===== src/rtl/dlx_alu_pkg.sv =====
// Shared definitions for the DLX ALU and the multiply/divide sequencer.
package dlx_alu_pkg;

  // Shared ALU opcodes; the sequencer only ever issues add and sltu.
  localparam logic [4:0] ALU_ADD  = 5'b00010;
  localparam logic [4:0] ALU_SLTU = 5'b00111;

  typedef enum logic [1:0] {
    MdMult  = 2'd0,
    MdMultu = 2'd1,
    MdDiv   = 2'd2,
    MdDivu  = 2'd3
  } md_op_e;

  typedef enum logic [2:0] {
    StIdle,
    StNegA,
    StNegB,
    StIter,
    StFixLo,
    StFixHi,
    StDone
  } md_state_e;

  // Cycles from start acceptance to the done pulse.
  localparam int unsigned MD_LATENCY = 37;

endpackage


===== src/rtl/md_alu_sequencer_if.sv =====
// Pipeline request/result bus plus the shared-ALU hookup of the sequencer.
interface md_alu_sequencer_if;
  logic        start;
  logic [1:0]  md_op;
  logic [31:0] a;
  logic [31:0] b;
  logic        busy;
  logic        done;
  logic [31:0] result;
  logic [31:0] result_hi;
  logic        div_by_zero;
  logic [31:0] alu_a;
  logic [31:0] alu_b;
  logic [4:0]  alu_op;
  logic [31:0] alu_result;
  logic        alu_carryout;
  logic        alu_set;

  // Pipeline and shared ALU side.
  modport master (
    output start, md_op, a, b, alu_result, alu_carryout, alu_set,
    input  busy, done, result, result_hi, div_by_zero, alu_a, alu_b, alu_op
  );

  // Sequencer side.
  modport slave (
    input  start, md_op, a, b, alu_result, alu_carryout, alu_set,
    output busy, done, result, result_hi, div_by_zero, alu_a, alu_b, alu_op
  );
endinterface


===== src/rtl/md_alu_sequencer.sv =====
// Iterative MULT/MULTU/DIV/DIVU sequencer that borrows the shared DLX ALU
// for every add/subtract, one ALU operation per cycle, fixed 37-cycle latency.
module md_alu_sequencer
  import dlx_alu_pkg::*;
#(
  parameter int unsigned XLEN = 32,  // only 32 is supported
  parameter int unsigned ITER = 32   // must equal XLEN
) (
  input logic               clk,
  input logic               reset,
  md_alu_sequencer_if.slave bus
);

  localparam int unsigned CntW = $clog2(ITER);

  md_state_e       state_q, state_d;
  logic [CntW-1:0] cnt_q, cnt_d;
  logic [XLEN-1:0] opa_q, opa_d;
  logic [XLEN-1:0] opb_q, opb_d;
  logic [XLEN-1:0] hi_q, hi_d;       // P_hi for multiply, R for divide
  logic [XLEN-1:0] lo_q, lo_d;       // P_lo for multiply, Q for divide
  logic [XLEN-1:0] a_orig_q, a_orig_d;
  logic            is_div_q, is_div_d;
  logic            sgn_q, sgn_d;
  logic            neg_res_q, neg_res_d;
  logic            neg_rem_q, neg_rem_d;
  logic            dbz_pend_q, dbz_pend_d;
  logic            dbz_q, dbz_d;
  logic [XLEN-1:0] result_q, result_d;
  logic [XLEN-1:0] result_hi_q, result_hi_d;

  logic [XLEN-1:0] alu_a, alu_b;
  logic [4:0]      alu_op;
  logic            take;
  logic [XLEN-1:0] opb_abs;
  logic [XLEN-1:0] hi_fin;

  // ALU operand drive; depends only on registered state so the external ALU
  // never forms a combinational loop back into the operands.
  always_comb begin
    alu_a  = '0;
    alu_b  = '0;
    alu_op = ALU_ADD;
    unique case (state_q)
      StNegA: begin
        alu_b  = opa_q;
        alu_op = ALU_SLTU;
      end
      StNegB: begin
        alu_b  = opb_q;
        alu_op = ALU_SLTU;
      end
      StIter: begin
        if (is_div_q) begin
          alu_a  = {hi_q[XLEN-2:0], lo_q[XLEN-1]};
          alu_b  = opb_q;
          alu_op = ALU_SLTU;
        end else begin
          alu_a  = hi_q;
          alu_b  = opa_q;
          alu_op = ALU_ADD;
        end
      end
      StFixLo: begin
        alu_b  = lo_q;
        alu_op = ALU_SLTU;
      end
      StFixHi: begin
        if (is_div_q) begin
          alu_b  = hi_q;
          alu_op = ALU_SLTU;
        end else begin
          // 64-bit negate of the high word: ~hi plus the borrow-free carry
          // that only propagates when the low word was zero.
          alu_a  = ~hi_q;
          alu_b  = {{(XLEN-1){1'b0}}, (lo_q == '0)};
          alu_op = ALU_ADD;
        end
      end
      default: ;
    endcase
  end

  // Next-state and datapath updates from the ALU response.
  always_comb begin
    state_d     = state_q;
    cnt_d       = cnt_q;
    opa_d       = opa_q;
    opb_d       = opb_q;
    hi_d        = hi_q;
    lo_d        = lo_q;
    a_orig_d    = a_orig_q;
    is_div_d    = is_div_q;
    sgn_d       = sgn_q;
    neg_res_d   = neg_res_q;
    neg_rem_d   = neg_rem_q;
    dbz_pend_d  = dbz_pend_q;
    dbz_d       = dbz_q;
    result_d    = result_q;
    result_hi_d = result_hi_q;
    take        = 1'b0;
    opb_abs     = opb_q;
    hi_fin      = hi_q;
    unique case (state_q)
      StIdle: begin
        if (bus.start) begin
          opa_d      = bus.a;
          opb_d      = bus.b;
          a_orig_d   = bus.a;
          is_div_d   = bus.md_op[1];
          sgn_d      = ~bus.md_op[0];
          neg_res_d  = ~bus.md_op[0] & (bus.a[XLEN-1] ^ bus.b[XLEN-1]);
          neg_rem_d  = (bus.md_op == MdDiv) & bus.a[XLEN-1];
          dbz_pend_d = bus.md_op[1] & (bus.b == '0);
          dbz_d      = 1'b0;
          state_d    = StNegA;
        end
      end
      StNegA: begin
        if (sgn_q && opa_q[XLEN-1]) opa_d = bus.alu_result;
        state_d = StNegB;
      end
      StNegB: begin
        if (sgn_q && opb_q[XLEN-1]) opb_abs = bus.alu_result;
        opb_d   = opb_abs;
        hi_d    = '0;
        lo_d    = is_div_q ? opa_q : opb_abs;
        cnt_d   = '0;
        state_d = StIter;
      end
      StIter: begin
        if (is_div_q) begin
          // R[31] set means the 33-bit partial remainder already exceeds B.
          take = hi_q[XLEN-1] | ~bus.alu_set;
          hi_d = take ? bus.alu_result : alu_a;
          lo_d = {lo_q[XLEN-2:0], take};
        end else if (lo_q[0]) begin
          hi_d = {bus.alu_carryout, bus.alu_result[XLEN-1:1]};
          lo_d = {bus.alu_result[0], lo_q[XLEN-1:1]};
        end else begin
          hi_d = {1'b0, hi_q[XLEN-1:1]};
          lo_d = {hi_q[0], lo_q[XLEN-1:1]};
        end
        cnt_d = cnt_q + CntW'(1);
        if (cnt_q == CntW'(ITER - 1)) state_d = StFixLo;
      end
      StFixLo: begin
        if (neg_res_q) lo_d = bus.alu_result;
        state_d = StFixHi;
      end
      StFixHi: begin
        if (is_div_q ? neg_rem_q : neg_res_q) hi_fin = bus.alu_result;
        hi_d        = hi_fin;
        result_d    = dbz_pend_q ? '1 : lo_q;
        result_hi_d = dbz_pend_q ? a_orig_q : hi_fin;
        dbz_d       = dbz_pend_q;
        state_d     = StDone;
      end
      StDone: begin
        state_d = StIdle;
      end
      default: begin
        state_d = StIdle;
      end
    endcase
  end

  // State and datapath registers with synchronous reset.
  always_ff @(posedge clk) begin
    if (reset) begin
      state_q     <= StIdle;
      cnt_q       <= '0;
      opa_q       <= '0;
      opb_q       <= '0;
      hi_q        <= '0;
      lo_q        <= '0;
      a_orig_q    <= '0;
      is_div_q    <= 1'b0;
      sgn_q       <= 1'b0;
      neg_res_q   <= 1'b0;
      neg_rem_q   <= 1'b0;
      dbz_pend_q  <= 1'b0;
      dbz_q       <= 1'b0;
      result_q    <= '0;
      result_hi_q <= '0;
    end else begin
      state_q     <= state_d;
      cnt_q       <= cnt_d;
      opa_q       <= opa_d;
      opb_q       <= opb_d;
      hi_q        <= hi_d;
      lo_q        <= lo_d;
      a_orig_q    <= a_orig_d;
      is_div_q    <= is_div_d;
      sgn_q       <= sgn_d;
      neg_res_q   <= neg_res_d;
      neg_rem_q   <= neg_rem_d;
      dbz_pend_q  <= dbz_pend_d;
      dbz_q       <= dbz_d;
      result_q    <= result_d;
      result_hi_q <= result_hi_d;
    end
  end

  assign bus.busy        = (state_q != StIdle);
  assign bus.done        = (state_q == StDone);
  assign bus.result      = result_q;
  assign bus.result_hi   = result_hi_q;
  assign bus.div_by_zero = dbz_q;
  assign bus.alu_a       = alu_a;
  assign bus.alu_b       = alu_b;
  assign bus.alu_op      = alu_op;

endmodule


===== src/flat_wrapper.sv =====
// flat-port wrapper written by rule: the top's interface ports become plain ports
module md_alu_sequencer_flat import dlx_alu_pkg::*;
#(
  parameter int unsigned XLEN = 32,                         
  parameter int unsigned ITER = 32                     
)
  (clk, reset, bus_start, bus_md_op, bus_a, bus_b, bus_alu_result, bus_alu_carryout, bus_alu_set, bus_busy, bus_done, bus_result, bus_result_hi, bus_div_by_zero, bus_alu_a, bus_alu_b, bus_alu_op);
  md_alu_sequencer_if bus_i ();
  input logic clk;
  input logic reset;
  input wire logic [$bits(bus_i.start)-1:0] bus_start;
  input wire logic [$bits(bus_i.md_op)-1:0] bus_md_op;
  input wire logic [$bits(bus_i.a)-1:0] bus_a;
  input wire logic [$bits(bus_i.b)-1:0] bus_b;
  input wire logic [$bits(bus_i.alu_result)-1:0] bus_alu_result;
  input wire logic [$bits(bus_i.alu_carryout)-1:0] bus_alu_carryout;
  input wire logic [$bits(bus_i.alu_set)-1:0] bus_alu_set;
  output wire logic [$bits(bus_i.busy)-1:0] bus_busy;
  output wire logic [$bits(bus_i.done)-1:0] bus_done;
  output wire logic [$bits(bus_i.result)-1:0] bus_result;
  output wire logic [$bits(bus_i.result_hi)-1:0] bus_result_hi;
  output wire logic [$bits(bus_i.div_by_zero)-1:0] bus_div_by_zero;
  output wire logic [$bits(bus_i.alu_a)-1:0] bus_alu_a;
  output wire logic [$bits(bus_i.alu_b)-1:0] bus_alu_b;
  output wire logic [$bits(bus_i.alu_op)-1:0] bus_alu_op;
  assign bus_i.start = bus_start;
  assign bus_i.md_op = bus_md_op;
  assign bus_i.a = bus_a;
  assign bus_i.b = bus_b;
  assign bus_i.alu_result = bus_alu_result;
  assign bus_i.alu_carryout = bus_alu_carryout;
  assign bus_i.alu_set = bus_alu_set;
  assign bus_busy = bus_i.busy;
  assign bus_done = bus_i.done;
  assign bus_result = bus_i.result;
  assign bus_result_hi = bus_i.result_hi;
  assign bus_div_by_zero = bus_i.div_by_zero;
  assign bus_alu_a = bus_i.alu_a;
  assign bus_alu_b = bus_i.alu_b;
  assign bus_alu_op = bus_i.alu_op;
  md_alu_sequencer #(.XLEN(XLEN), .ITER(ITER)) u_core (.clk(clk), .reset(reset), .bus(bus_i));
endmodule

===== config.mk =====
export PLATFORM = sky130hd
export DESIGN_NAME = md_alu_sequencer_flat
export DESIGN_NICKNAME = d
export VERILOG_FILES = /design/src/rtl/dlx_alu_pkg.sv /design/src/rtl/md_alu_sequencer_if.sv /design/src/rtl/md_alu_sequencer.sv /design/src/flat_wrapper.sv
export SDC_FILE = /design/constraint.sdc
export NUM_CORES = 1
export LEC_CHECK = 0
export BUFFER_PORTS_ARGS = -buffer_cell sky130_fd_sc_hd__buf_2
export CAP_MARGIN = 20
export CORE_ASPECT_RATIO = 1.2
export CORE_MARGIN = 3
export CORE_UTILIZATION = 40
export CTS_CLUSTER_DIAMETER = 40
export DETAILED_ROUTE_END_ITERATION = 8
export SETUP_SLACK_MARGIN = 0.4
export SLEW_MARGIN = 20
export SYNTH_ARGS = -nofsm -noshare
export SYNTH_HDL_FRONTEND = slang
export SYNTH_SLANG_ARGS = --single-unit

===== constraint.sdc =====
create_clock -name clk -period 5.4 [get_ports clk]
set_input_delay 1.62 -clock clk [delete_from_list [all_inputs] [get_ports clk]]
set_output_delay 1.62 -clock clk [all_outputs]
set_load 0.01 [all_outputs]

==> reports/metrics.cfg <==
[outcome]
status=completed

[global_routing]
grt_usage=0.281
grt_max_degree=104
grt_pass1_vias=14100
antenna_found_initial=0
grt_pass1_wl_um=87400
gr-total-overflow=0

[cts]
clockBufferDepth=3
cts-resized-gates=0
cts-buffers-inserted=38
cts_root_buf=clkbuf_16
htreeDepth=2
clock_latency_ns=0.55
clk_pin_slew_ns=0.05
cts_num_sinks=238
hold_buffers=0
cts_tree=done
cts_setup_buffers=0

[sta]
hold_violations=0
worst_pin_slew_ns=1.18
fmax_mhz=214
min_period_ns=4.67
finalSetupViolations=0
rsz0062_at_grt=false
relSlewSlack=0.216
skew_ns=0.0293
slew_violations=0
fin_crit_sh=0.866
setup_tns_ns=0
layout_setup_ws_ns=0.725

[worst_setup_path]
critical_path.max_stage_delay_ns=0.81
cp_data_required_time_ns=3.78
crit_family=simple AND/OR/NAND/NOR gates
worstPathArrival_ns=3.05
crit-reg2reg-capture=u_core.opb_q[12]
critPathLaunchType=register
crit_slowest_cell=dfxtp_1
path_buf_inv=2
cp_max_fo=19
regToRegSetupSlack_ns=2.28
rr_worst_depth=4
worstPathCellList=nand2b_4, nor2_2, buf_4, a222oi_1, nand2_1, buf_2
crit_type=register to output port
r2r_start=u_core.state_q[0]
endpoint_kind=output port

[placed_design]
pre_cts_ws_ns=1.34
port_buffers=235
place_inst=2304
dp_hpwl_um=38100
gp_congestion=0.985

[floorplanning]
rows=76
dieHeight_um=216
die_area_um2=38900
start_util=0.406
io_pins=239
core_um2=36000
die_x_um=181

[yosys]
yosys_warnings=0
ys_types=61
synth_area_um2=14600
synth-main-ff-cell=dfxtp_1
async_flop_share=0
syn_inst=1764
synth_edf_count=0
yosysSeqAreaShare=0.325
avgSynthCellArea_um2=8.30
synth_seq_cells=238

[drt]
wirelength_um=57800
vias=15100
drt-pass1-iter-count=9
drc=0
post_drt_wl_per_cell_um=24.4
drtIter0Drc=1919
final_antenna_net_count=0
vias_per_cell=6.36

[cells_and_area]
antenna_cells=0
utilization=0.472
synthToLayoutAreaGrowth_pct=16.1
layout_common_cells=234 x buf_2, 234 x dfxtp_1, 176 x nand2_1
final_cell_count_no_fill=2372
layout-drive-gt1-share=0.264
final_nets=1981

[min_path]
min_from=u_core.a_orig_q[11]
whs_path_depth=2
worstHoldEndpoint=u_core.a_orig_q[11]
hold_path_class=register to register

[pwr]
p_per_area_nw_per_um2=306
ir_worst_vdd_uv=179
p_leak_nw=6.95

[flow_run]
cap_viol_max_count=0

[tightest hold or removal path, delay by kind of cell, from the launching register on]
family,cells,cell delay (ns)
and+or+nand+nor,1,0.05
DFF,1,0.30
AOI/OAI and AO/OA,1,0.05
[sequential cells by signal, summed over array words and instances (netlist names), 3 cells and up]
signal,cells
u_core.a_orig_q,32
u_core.bus.result,32
u_core.bus.result_hi,32
u_core.hi_q,32
u_core.lo_q,32
u_core.opa_q,32
u_core.opb_q,32
u_core.cnt_q,5
u_core.state_q,3
[per-stage QoR]
step	instance area (um^2)	power (mW)	hold WS (ns)
after floorplan	14600	2.53	0.431
after global placement	15800	2.79	0.439
after detailed placement	15800	2.80	0.444
after CTS	17000	5.22	0.452
after global routing	17000	5.37	0.469
final	17000	5.21	0.450
[area by class of cell]
cell class,instances,area [um^2]
multi-input cells,1326,8960
inverters,6,22.5
flip-flops and latches,238,4770
repair buffers,266,1430
clock inverters,22,230
well taps,468,586
fillers,3555,19000
clock buffers,46,1000
[worst max-delay path by stage]
stage / startpoint / slack, ns / endpoint / cells after the start
4_1_cts: u_core.state_q[1] / 0.78 / bus_alu_b[31] / 6
3_5_place_dp: u_core.state_q[1] / 1.34 / bus_alu_b[31] / 6
3_3_place_gp: u_core.state_q[1] / 1.43 / bus_alu_b[31] / 6
6_report: u_core.state_q[1] / 0.73 / bus_alu_b[31] / 6
2_1_floorplan: u_core.state_q[0] / 2.33 / bus_alu_b[10] / 6
5_1_grt: u_core.state_q[0] / 0.59 / bus_alu_b[31] / 6
[routing by layer]
layer	share of wire	wire length (um)	up-vias	track usage
met3	0.087	5030	160	0.0555
li1	-	-	6793	-
met1	0.41	24000	7285	0.375
met4	0.041	2380	0	0.114
met5	0	0	-	0
met2	0.46	26400	848	0.447
[logic make-up after synthesis]
family	Yosys count	share of synthesized area
other	2	0.000513
and+or+nand+nor	620	0.211
buffers and inverters	201	0.0678
AOI/OAI and AO/OA	541	0.279
DFF	238	0.325
muxes	159	0.114
adders and majority gates	2	0.00171
xor gates and xnor gates	1	0.000598
[report_power, final]
part           internal [mW]  switching (mW)
Clock                   1.48           0.940
Combinational          0.303           0.503
Sequential              1.85           0.127
Total                   3.64            1.57
[synthesized netlist by cell type (all sizes together) (2+ instances only)]
| master | number | area share |
|---|---|---|
| mux2i | 95 | 0.065 |
| a211o | 31 | 0.019 |
| a311oi | 33 | 0.020 |
| inv | 6 | 0.0015 |
| and2 | 34 | 0.015 |
| and3b | 2 | 0.0012 |
| o211a | 2 | 0.0014 |
| nor4 | 15 | 0.0064 |
| nor3 | 96 | 0.043 |
| and3 | 34 | 0.015 |
| a21o | 4 | 0.0021 |
| a211oi | 34 | 0.027 |
| a31o | 3 | 0.0018 |
| or3 | 2 | 0.00085 |
| o21bai | 31 | 0.016 |
| o2111ai | 31 | 0.019 |
| o221ai | 31 | 0.019 |
| a21oi | 108 | 0.037 |
| nor4b | 2 | 0.0016 |
| o22ai | 62 | 0.039 |
| mux2 | 64 | 0.049 |
| dfxtp | 238 | 0.33 |
| a31oi | 32 | 0.014 |
| nor2 | 167 | 0.043 |
| nand4 | 3 | 0.0013 |
| nand3 | 9 | 0.0031 |
| nor2b | 35 | 0.015 |
| o211ai | 31 | 0.016 |
| nand2 | 176 | 0.045 |
| ha | 2 | 0.0017 |
| nand2b | 35 | 0.015 |
| or3b | 2 | 0.0014 |
| clkbuf | 88 | 0.023 |
| a222oi | 32 | 0.022 |
| buf | 107 | 0.044 |
| nor3b | 4 | 0.0021 |
| o21ai | 71 | 0.025 |
| conb | 2 | 0.00051 |
(Power assumes the default switching activity.)
